## config.mk

```make
export PLATFORM = sky130hd
export DESIGN_NAME = game_round_ctrl
export DESIGN_NICKNAME = d
export VERILOG_FILES = /design/src/rtl/game_round_ctrl.sv
export SDC_FILE = /design/constraint.sdc
export NUM_CORES = 1
export LEC_CHECK = 0
export CORE_ASPECT_RATIO = 1.75
export CORE_MARGIN = 2
export CORE_UTILIZATION = 52
export CTS_CLUSTER_DIAMETER = 150
export DETAILED_ROUTE_END_ITERATION = 6
export PLACE_DENSITY = 0.81
export SLEW_MARGIN = 25
export SYNTH_ARGS = -nofsm -noshare
export SYNTH_HDL_FRONTEND = slang
export SYNTH_SLANG_ARGS = --single-unit
```

## constraint.sdc

```tcl
create_clock -name clk -period 5.9 [get_ports clk]
set_input_delay 0.59 -clock clk [delete_from_list [all_inputs] [get_ports clk]]
set_output_delay 0.59 -clock clk [all_outputs]
set_load 0.01 [all_outputs]
```

## src/rtl/game_round_ctrl.sv

```systemverilog
// Round sequencer and score datapath (score, high score, round count); all outputs registered, one cycle after the input edge.
// No backpressure; the optional round timer is enabled by defining ROUND_TIMER_EN, otherwise time_left is 0.
module game_round_ctrl #(
  parameter int SCORE_W     = 14,
  parameter int MAX_SCORE   = 9999,
  parameter int ROUND_TICKS = 60
) (
  input  logic               clk,
  input  logic               rst,
  input  logic               tick_1hz,
  input  logic               pause,
  input  logic               start,
  input  logic [2:0]         hit,
  input  logic               robot_dead,
  output logic [SCORE_W-1:0] score,
  output logic [SCORE_W-1:0] h_score,
  output logic [SCORE_W-1:0] rounds,
  output logic [1:0]         state,
  output logic               round_done,
  output logic               new_high,
  output logic [7:0]         time_left
);

  typedef enum logic [1:0] {
    IDLE   = 2'd0,
    PLAY   = 2'd1,
    PAUSED = 2'd2,
    OVER   = 2'd3
  } state_t;

  localparam logic [SCORE_W-1:0] MAX_V = SCORE_W'(MAX_SCORE);

  state_t             st_q, st_nxt;
  logic [2:0]         hit_prev;
  logic               start_prev, dead_prev;
  logic [2:0]         hit_rise;
  logic               start_rise, dead_rise;
  logic [1:0]         hit_cnt;
  logic [SCORE_W:0]   score_sum;
  logic [SCORE_W-1:0] score_sat;
  logic [SCORE_W-1:0] score_nxt, h_nxt, rounds_nxt;
  logic               done_nxt, high_nxt;
  logic               round_start, play_run, round_end, timer_expire;

  assign hit_rise   = hit & ~hit_prev;
  assign start_rise = start & ~start_prev;
  assign dead_rise  = robot_dead & ~dead_prev;

  assign hit_cnt   = {1'b0, hit_rise[0]} + {1'b0, hit_rise[1]} + {1'b0, hit_rise[2]};
  assign score_sum = {1'b0, score} + {{(SCORE_W-1){1'b0}}, hit_cnt};
  assign score_sat = (score_sum > {1'b0, MAX_V}) ? MAX_V : score_sum[SCORE_W-1:0];

  assign round_start = ((st_q == IDLE) || (st_q == OVER)) && start_rise;
  assign play_run    = (st_q == PLAY) && !pause;
  // Timer expiry and robot death in the same cycle collapse into one round end
  assign round_end   = dead_rise || timer_expire;

`ifdef ROUND_TIMER_EN
  localparam logic [7:0] TICKS_INIT = 8'(ROUND_TICKS);
  logic [7:0] time_q;

  assign timer_expire = play_run && tick_1hz && (time_q == 8'd1);
  assign time_left    = time_q;

  always_ff @(posedge clk or posedge rst) begin
    if (rst) begin
      time_q <= '0;
    end else if (round_start) begin
      time_q <= TICKS_INIT;
    end else if (play_run && tick_1hz && (time_q != 8'd0)) begin
      time_q <= time_q - 8'd1;
    end
  end
`else
  localparam int ticks_unused = ROUND_TICKS;
  logic tick_unused;

  assign tick_unused  = tick_1hz;
  assign timer_expire = 1'b0;
  assign time_left    = '0;
`endif

  always_comb begin
    st_nxt     = st_q;
    score_nxt  = score;
    h_nxt      = h_score;
    rounds_nxt = rounds;
    done_nxt   = 1'b0;
    high_nxt   = 1'b0;
    case (st_q)
      IDLE, OVER: begin
        if (start_rise) begin
          st_nxt     = PLAY;
          score_nxt  = '0;
          rounds_nxt = (rounds >= MAX_V) ? MAX_V : rounds + 1'b1;
        end
      end
      PLAY: begin
        // Pause wins over both hits and round end in the same cycle
        if (pause) begin
          st_nxt = PAUSED;
        end else begin
          score_nxt = score_sat;
          if (round_end) begin
            st_nxt   = OVER;
            done_nxt = 1'b1;
            if (score_sat > h_score) begin
              h_nxt    = score_sat;
              high_nxt = 1'b1;
            end
          end
        end
      end
      PAUSED: begin
        if (!pause) st_nxt = PLAY;
      end
      default: st_nxt = IDLE;
    endcase
  end

  always_ff @(posedge clk or posedge rst) begin
    if (rst) begin
      st_q       <= IDLE;
      hit_prev   <= '0;
      start_prev <= 1'b0;
      dead_prev  <= 1'b0;
      score      <= '0;
      h_score    <= '0;
      rounds     <= '0;
      round_done <= 1'b0;
      new_high   <= 1'b0;
    end else begin
      st_q       <= st_nxt;
      hit_prev   <= hit;
      start_prev <= start;
      dead_prev  <= robot_dead;
      score      <= score_nxt;
      h_score    <= h_nxt;
      rounds     <= rounds_nxt;
      round_done <= done_nxt;
      new_high   <= high_nxt;
    end
  end

  assign state = st_q;

endmodule

```

; ---- Word-level counts from Yosys, hierarchy flattened
; Index checks and enable logic that the tools add are counted.
[op_classes]
add_sub_neg = 4
magnitude_cmp = 3
n_eq_ne = 7
n_mux = 17
bitwise_logic = 7
n_reduce_logical = 7
[op_table]
columns = operator, count
row1 = $mux 14, 4
row2 = $pmux 14 s2, 1
row3 = $add 14x2->15, 1
row4 = $gt 15x14->1 const B, 1
row5 = $add 14x1->14 const B, 1
row6 = $ge 14x14->1 const B, 1
row7 = $gt 14x14->1, 1
row8 = $mux 2, 4
row9 = $mux 1, 7
row10 = $ne 2x2->1 const B, 3
row11 = $pmux 2 s3, 1
row12 = $reduce_and 3->1, 2
row13 = $eq 2x2->1 const B, 2
row14 = $reduce_and 4->1, 1
row15 = $and 3x3->3, 1
row16 = $ne 3x3->1 const B, 1
row17 = $not 1->1, 3
row18 = $not 3->3, 1
row19 = $add 1x1->2, 1
row20 = $add 2x1->2, 1
row21 = $and 1x1->1, 2
row22 = $eq 2x1->1 const B, 1
row23 = $logic_not 2->1, 1
row24 = $reduce_and 2->1, 1
row25 = other kinds (2), 2
[word_totals]
reg_bits = 51
input_bits = 9
out_inout_bits = 54
elab_cells = 54

; ---- Depth between registers and ports, before layout
; Gate-level depths: netlist of the first run.
[logic_depth]
ltp_word = 12
ltp_mapped = 21

; ---- Worst setup path before layout of the first run
; Ideal clock, no wire load.
[synth_timing]
path_type = in2reg
from = input hit[0]
to = register h_score[4]
setup_ns = 0.125
t_arrival_ns = 4.941
t_required_ns = 5.775
path_slack_ns = 0.834
stages = 19
cell_sequence = nor2b_1 fa_1 ha_1 inv_1 fa_1 buf_1 o32ai_1 nand2_1 a31o_1 a21oi_2 buf_2 nand2_1 ha_1 nand4_1 nor3_1 o31ai_1 a41oi_1 clkbuf_1 mux2_2
[synth_between]
elab_chain_cells = 8
[synth_lines]
columns = item, line
row1 = "start, declared", 13  ; input logic [2:0] hit,
row2 = $and 3x3->3 *, 45  ; assign hit_rise = hit & ~hit_prev;
row3 = $add 1x1->2 *, 49  ; assign hit_cnt = {1'b0, hit_rise[0]} + {1'b0, hit_rise[1]} + {1'b0, hit_rise[2]};
row4 = $add 2x1->2 *, 49
row5 = $add 14x2->15 *, 50  ; assign score_sum = {1'b0, score} + {{(SCORE_W-1){1'b0}}, hit_cnt};
row6 = $gt 15x14->1, 51  ; assign score_sat = (score_sum > {1'b0, MAX_V}) ? MAX_V : score_sum[SCORE_W-1:0];
row7 = $mux 14 *, 51
row8 = via score_sat[9], 40  ; logic [SCORE_W-1:0] score_sat;
row9 = $gt 14x14->1 *, 107  ; if (score_sat > h_score) begin
row10 = $reduce_and 4->1 (no source line) *, -
row11 = "end signal, assigned", 138  ; h_score <= h_nxt;
row12 = "end, declared", 16  ; output logic [SCORE_W-1:0] h_score,
; Mark *: on every way through the listed nets, which the timed path passes. The rest lies on a longest branch.
; A chain may end at the register's enable or synchronous reset.

; ---- Worst setup path in the final report of the first run
[layout_timing]
from = input hit[0]
to = register h_score[5]
; Same word-level chain as after synthesis.

==> reports/qor.txt, run 1 <==
NetSw -> 0.403 mW
TritonCTS Buffers -> 5
Worst Skew -> 0.00838 ns
Post-synth EDFFs -> 0
Sequential Power Share -> 41.9%
Synth warn -> 0
Min cycle time layout -> 5.16 ns
Final Slew Violations -> 0
Share of layout cells above drive strength 1 -> 8.04%
Clk sinks -> 51
Clk_lat worst skew -> 0.32 ns
Final WS setup -> 0.739 ns
RePlAce Congestion -> 0.912
DRT iter0 DRCs -> 131
Drt first pass iters -> 4
Vias in the first global route -> 2586
Post-synth top flop -> dfrtp_1
Pwr dens -> 281 mW/mm^2
Status -> finished, final reports clean
Clock share of power -> 18.8%
Syn avg cell area -> 9.12 um^2
# DRC -> 0
Die span in x -> 62.7 um
Pre-CTS setup slack -> 0.387 ns
DR WL/cell -> 15.3 um
Relative slew slack -> 29.8%
Worst-path clk slew -> 0.09 ns
Final Cycle Share -> 87.5%
Final Net Count -> 427
Diode count -> 0
IO buf count -> 53
#FFs+latches synth -> 51
Final hold violations -> 0
Cell taking the most area after synthesis -> dfrtp_1
CP Launch Type -> input port
Vias -> 2667
Async set or reset register ratio after synthesis -> 100%
Setup bufs post-CTS -> 0
Max-cap viol count -> 0
Crit Path Category -> in2reg
Hpwl dp -> 5560 um
Clock H-tree levels -> 2
Worst Hold Class -> reg2reg
CP Capture Type -> flop
# IOs -> 63
CTS tree -> done
Placed inst area -> 0.00373 mm^2
CP delay by family, top -> adder cells
F_max -> 194 MHz
RSZ-0062 raised after global routing -> false
# rows -> 37
Slowest-stage cell, CP -> clkdlybuf4s50_1
Buf+Inv Stages, Crit Path -> 4
Register area share after synthesis -> 40.7%
Post-CTS Resized -> 0
Clock Path Buffers -> 2
Setup violators final -> 0
Peak supply drop -> 0.207 mV
Synth top area share -> 40.7%
Setup TNS Final -> 0 ns
Global-route wire length before repair -> 12100 um
Switch share -> 37.7%
Gr usage total -> 23.2%
Critical Path AT -> 5.38 ns
P&R area growth vs syn -> 21.5%
Grt total ovfl -> 0
Crit Path Max Fanout -> 14
Post-Route WL -> 7300 um
Initial core utilization -> 53.4%
Comb pwr share -> 39.3%
Via/cell ratio -> 5.60
Core ar. -> 0.00588 mm^2
Post-DRT Antenna Nets -> 0
Initial antenna violation count -> 0
Int Power -> 0.666 mW
Worst path required time -> 6.12 ns
Clock Root Buffer -> clkbuf_8
Ranking of synthesized cells by area -> dfrtp_1 41%, ha_1 7.6%, nor2_1 3.7%
Synth unique cells -> 54
Synth Cell Area -> 0.00314 mm^2
Largest stage delay, worst path -> 0.47 ns
CP Cell Sequence -> clkdlybuf4s50_1 > nor2b_1 > fa_1 > ha_1 > inv_1 > fa_1 > and3b_1 > o32ai_1 > nand2_1 > a31o_1 > a21oi_2 > buf_4 > nand2_1 > ha_1 > nand4_1 > or4_1 > o211ai_1 > a41oi_2 > buf_4 > mux2_2
CTS Hold Bufs -> 0
Largest net degree at the start of global routing -> 52
Worst Tran Pin Value -> 1.05 ns
Design area -> 0.00381 mm^2
Synthesized instance count -> 344
Leak Pwr -> 1.70 nW
Die area -> 0.00670 mm^2
Fillcell total -> 504
Chip height -> 107 um
cell usage in the layout, fill, tap and decap left out, types with 6 or more instances in the layout:
cell type	netlist	final
conb_1	1	8
xnor2_1	9	9
nor2_1	31	31
ha_1	19	19
a31oi_1	11	11
nor2b_1	6	6
nand2_1	29	29
a21oi_1	10	10
nand3_1	17	17
buf_4	11	6
o21ai_0	21	20
inv_1	25	24
clkdlybuf4s50_1	0	53
dfrtp_1	51	51
xor2_1	8	8
layer usage:
layer / up-vias / share of wire [%] / track usage, %
li1: 1301 / - / -
met1: 1269 / 38 / 24.1
met2: 77 / 53 / 42.2
met3: 20 / 3.8 / 3.57
met4: 0 / 5.6 / 15.7
met5: - / 0 / 0
kinds of logic (layout without fill, tap and decap cells):
group	Yosys count	count (layout)	share of synthesized area, %
and+or+nand+nor	127	127	20.7
AOI/OAI and AO/OA	75	75	15.6
DFF	51	51	40.7
buffers and inverters	45	92	6.82
adders and majority gates	21	21	8.85
xor gates and xnor gates	17	17	4.75
muxes	7	7	2.43
other	1	8	0.120
power groups by stage:
| stage | sequential, mW | combinational [mW] | clock (mW) |
|---|---|---|---|
| after floorplan | 0.463 | 0.243 | 0 |
| after CTS | 0.448 | 0.422 | 0.209 |
| after global placement | 0.453 | 0.399 | 0 |
| after global routing | 0.456 | 0.468 | 0.222 |
| after detailed placement | 0.455 | 0.419 | 0 |
| final | 0.448 | 0.420 | 0.201 |
cell type report:
| cell class | count | area, um^2 | area share (%) |
|---|---|---|---|
| tap | 78 | 97.6 | 2.56 |
| inverter | 25 | 96.3 | 2.53 |
| timing repair buffer | 59 | 576 | 15.1 |
| clock inverter | 2 | 12.5 | 0.328 |
| sequential | 51 | 1280 | 33.5 |
| clock buffer | 6 | 72.6 | 1.90 |
| multi-input combinational | 255 | 1680 | 44.1 |
path summary, 6_finish.rpt:
path / from / endpoint / slack, ns / cells after the start
worst max register to register: hit_prev[0] / h_score[5] / 1.12 / 19
max in group asynchronous: rst / dead_prev / 4.78 / 2
worst min-delay path: rounds[13] / rounds[13] / 0.51 / 1
min in group asynchronous: rst / rounds[9] / 0.70 / 2
worst min register to register: rounds[13] / rounds[13] / 0.51 / 1
worst max-delay path: hit[0] / h_score[5] / 0.74 / 20
cell usage after synthesis, drive strengths merged, types with 6 or more instances:
cell type and instances:
a31oi 11, o21ai 24, ha 19, and3 7
buf 15, nand3 18, inv 25, nand2 29
nor2 34, a21oi 13, dfrtp 51, xnor2 9
nor2b 6, xor2 8
stage by stage:
stage | hold slack [ns] | instances | power [mW] | util [%]
floorplan | 0.521 | 351 | 0.706 | -
global placement | 0.475 | 468 | 0.851 | 63.4
detailed placement | 0.496 | 468 | 0.874 | 63.4
CTS | 0.513 | 476 | 1.08 | 64.8
global route | 0.552 | 476 | 1.15 | 64.8
finish | 0.514 | 476 | 1.07 | 64.8
flip-flops by register name, summed over array words and instances (netlist names):
| register | count |
|---|---|
| rounds | 14 |
| hit_prev | 3 |
| state | 2 |
| round_done | 1 |
| start_prev | 1 |
| score | 14 |
| dead_prev | 1 |
| new_high | 1 |
| h_score | 14 |
Note: power is estimated with default switching activity, not from simulation.
==> run 2, diff against run 1 <==
--- a/config.mk
+++ b/config.mk
@@ -5,7 +5,6 @@
 export SDC_FILE = /design/constraint.sdc
 export NUM_CORES = 1
 export LEC_CHECK = 0
-export CORE_ASPECT_RATIO = 1.75
 export CORE_MARGIN = 2
 export CORE_UTILIZATION = 52
 export CTS_CLUSTER_DIAMETER = 150
==> reports/qor.txt, run 2 (synthesis gave the netlist of run 1 again) <==
Status -> finished, final reports clean
CP Cell Sequence -> clkdlybuf4s50_1 > nor2b_1 > fa_1 > ha_1 > inv_1 > fa_1 > nand2_1 > o32a_1 > a211oi_2 > a21o_1 > nor2_2 > ha_1 > nand4_1 > or4_1 > o211ai_1 > a41oi_2 > buf_4 > mux2_2
Vias -> 2685
Global-route wire length before repair -> 11400 um
Slowest-stage cell, CP -> or4_1
DRT iter0 DRCs -> 229
CP Launch Type -> input port
Hpwl dp -> 5140 um
Initial antenna violation count -> 0
Pwr dens -> 276 mW/mm^2
Core ar. -> 0.00589 mm^2
Largest registers -> h_score x14, rounds x14, score x14
CP delay by family, top -> adder cells
Buf+Inv Stages, Crit Path -> 3
Total power -> 1.06 mW
Drt first pass iters -> 5
Clock Path Buffers -> 2
Relative slew slack -> 27.2%
Gr usage total -> 22.2%
Final Slew Violations -> 0
Hold Path Depth -> 1
Via/cell ratio -> 5.68
Initial core utilization -> 53.3%
Worst Hold End -> rounds[13]
# rows -> 28
Largest stage delay, worst path -> 0.55 ns
Largest net degree at the start of global routing -> 52
Final WS setup -> 0.524 ns
Max-cap viol count -> 0
Most common cell after layout, fill and taps aside -> clkdlybuf4s50_1
CTS Hold Bufs -> 0
Vias in the first global route -> 2446
Min-delay src -> rounds[13]
TritonCTS Buffers -> 5
Grt total ovfl -> 0
Worst Tran Pin Value -> 1.08 ns
F_max -> 186 MHz
RSZ-0062 raised after global routing -> false
Post-Route WL -> 6890 um
Final Cycle Share -> 91.1%
Most frequent cells in the layout -> 53 x clkdlybuf4s50_1, 51 x dfrtp_1, 31 x nor2_1
Post-CTS Resized -> 0
Diode count -> 0
Worst R2R Path Depth -> 17
Pre-CTS setup slack -> 0.254 ns
IO buf count -> 53
Post-DRT Antenna Nets -> 0
Setup TNS Final -> 0 ns
Leak Pwr -> 1.71 nW
Crit Reg-Reg Endpoint -> h_score[12]
Min cycle time layout -> 5.38 ns
CTS tree -> done
Clk sinks -> 51
Worst-path clk slew -> 0.09 ns
Final Net Count -> 427
CP Capture Type -> flop
Clock H-tree levels -> 2
Crit Path Category -> in2reg
DR WL/cell -> 14.6 um
Dpl cells -> 465
R2R Path Start -> hit_prev[0]
Die span in x -> 81.7 um
Share of layout cells above drive strength 1 -> 8.04%
Worst Skew -> 0.0113 ns
Chip height -> 81.7 um
RePlAce Congestion -> 0.879
Final hold violations -> 0
Core Util, Final -> 64.9%
P&R area growth vs syn -> 21.8%
Clock Root Buffer -> clkbuf_8
Crit Path Max Fanout -> 14
Worst path required time -> 6.09 ns
Setup violators final -> 0
Die area -> 0.00667 mm^2
Post-Layout Cell Count -> 473
Critical Path AT -> 5.56 ns
Worst Hold Class -> reg2reg
Fillcell total -> 498
Clk_lat worst skew -> 0.31 ns
R2R setup slack -> 0.94 ns
# DRC -> 0
Peak supply drop -> 0.205 mV
Setup bufs post-CTS -> 0
# IOs -> 63
run 2: cell count changes in the layout (fill, tap and decap cells not counted):
| cell | change |
|---|---|
| buf_12 | +1 |
| buf_4 | -1 |
run 2: routing by layer:
layer | GRT usage (%) | part of all wire [%] | vias up
met1 | 32.3 | 47 | 1277
met5 | 0 | 0 | -
li1 | - | - | 1310
met3 | 2.86 | 5.0 | 9
met4 | 7.17 | 1.6 | 0
met2 | 34.4 | 46 | 89
run 2: worst max path at each step:
stage | cells past startpoint | end | start
2_1_floorplan | 19 | h_score[4] | hit[0]
3_3_place_gp | 18 | h_score[6] | hit[0]
3_5_place_dp | 18 | h_score[12] | hit[0]
4_1_cts | 18 | h_score[12] | hit[0]
5_1_grt | 18 | h_score[4] | hit[0]
6_report | 18 | h_score[12] | hit[0]
run 2: final cells by class:
cell class                 count  area, um^2  area share (%)
timing repair buffer          59         588            15.4
clock buffer                   6        72.6            1.90
sequential                    51        1280            33.4
tap                           75        93.8            2.46
clock inverter                 2        12.5           0.327
inverter                      25        96.3            2.52
multi-input combinational    255        1680            44.0
run 2: power breakdown:
group	switching, mW	total [mW]	internal [mW]
combinational	0.226	0.414	0.188
sequential	0.0493	0.445	0.396
clock	0.113	0.196	0.0831
total	0.389	1.06	0.667
run 2: metrics by stage:
stage          hold WS [ns]  cell area [um^2]
6_report              0.508              3820
5_1_grt               0.529              3820
4_1_cts               0.513              3820
3_5_place_dp          0.487              3740
3_3_place_gp          0.480              3730
2_1_floorplan         0.521              3160
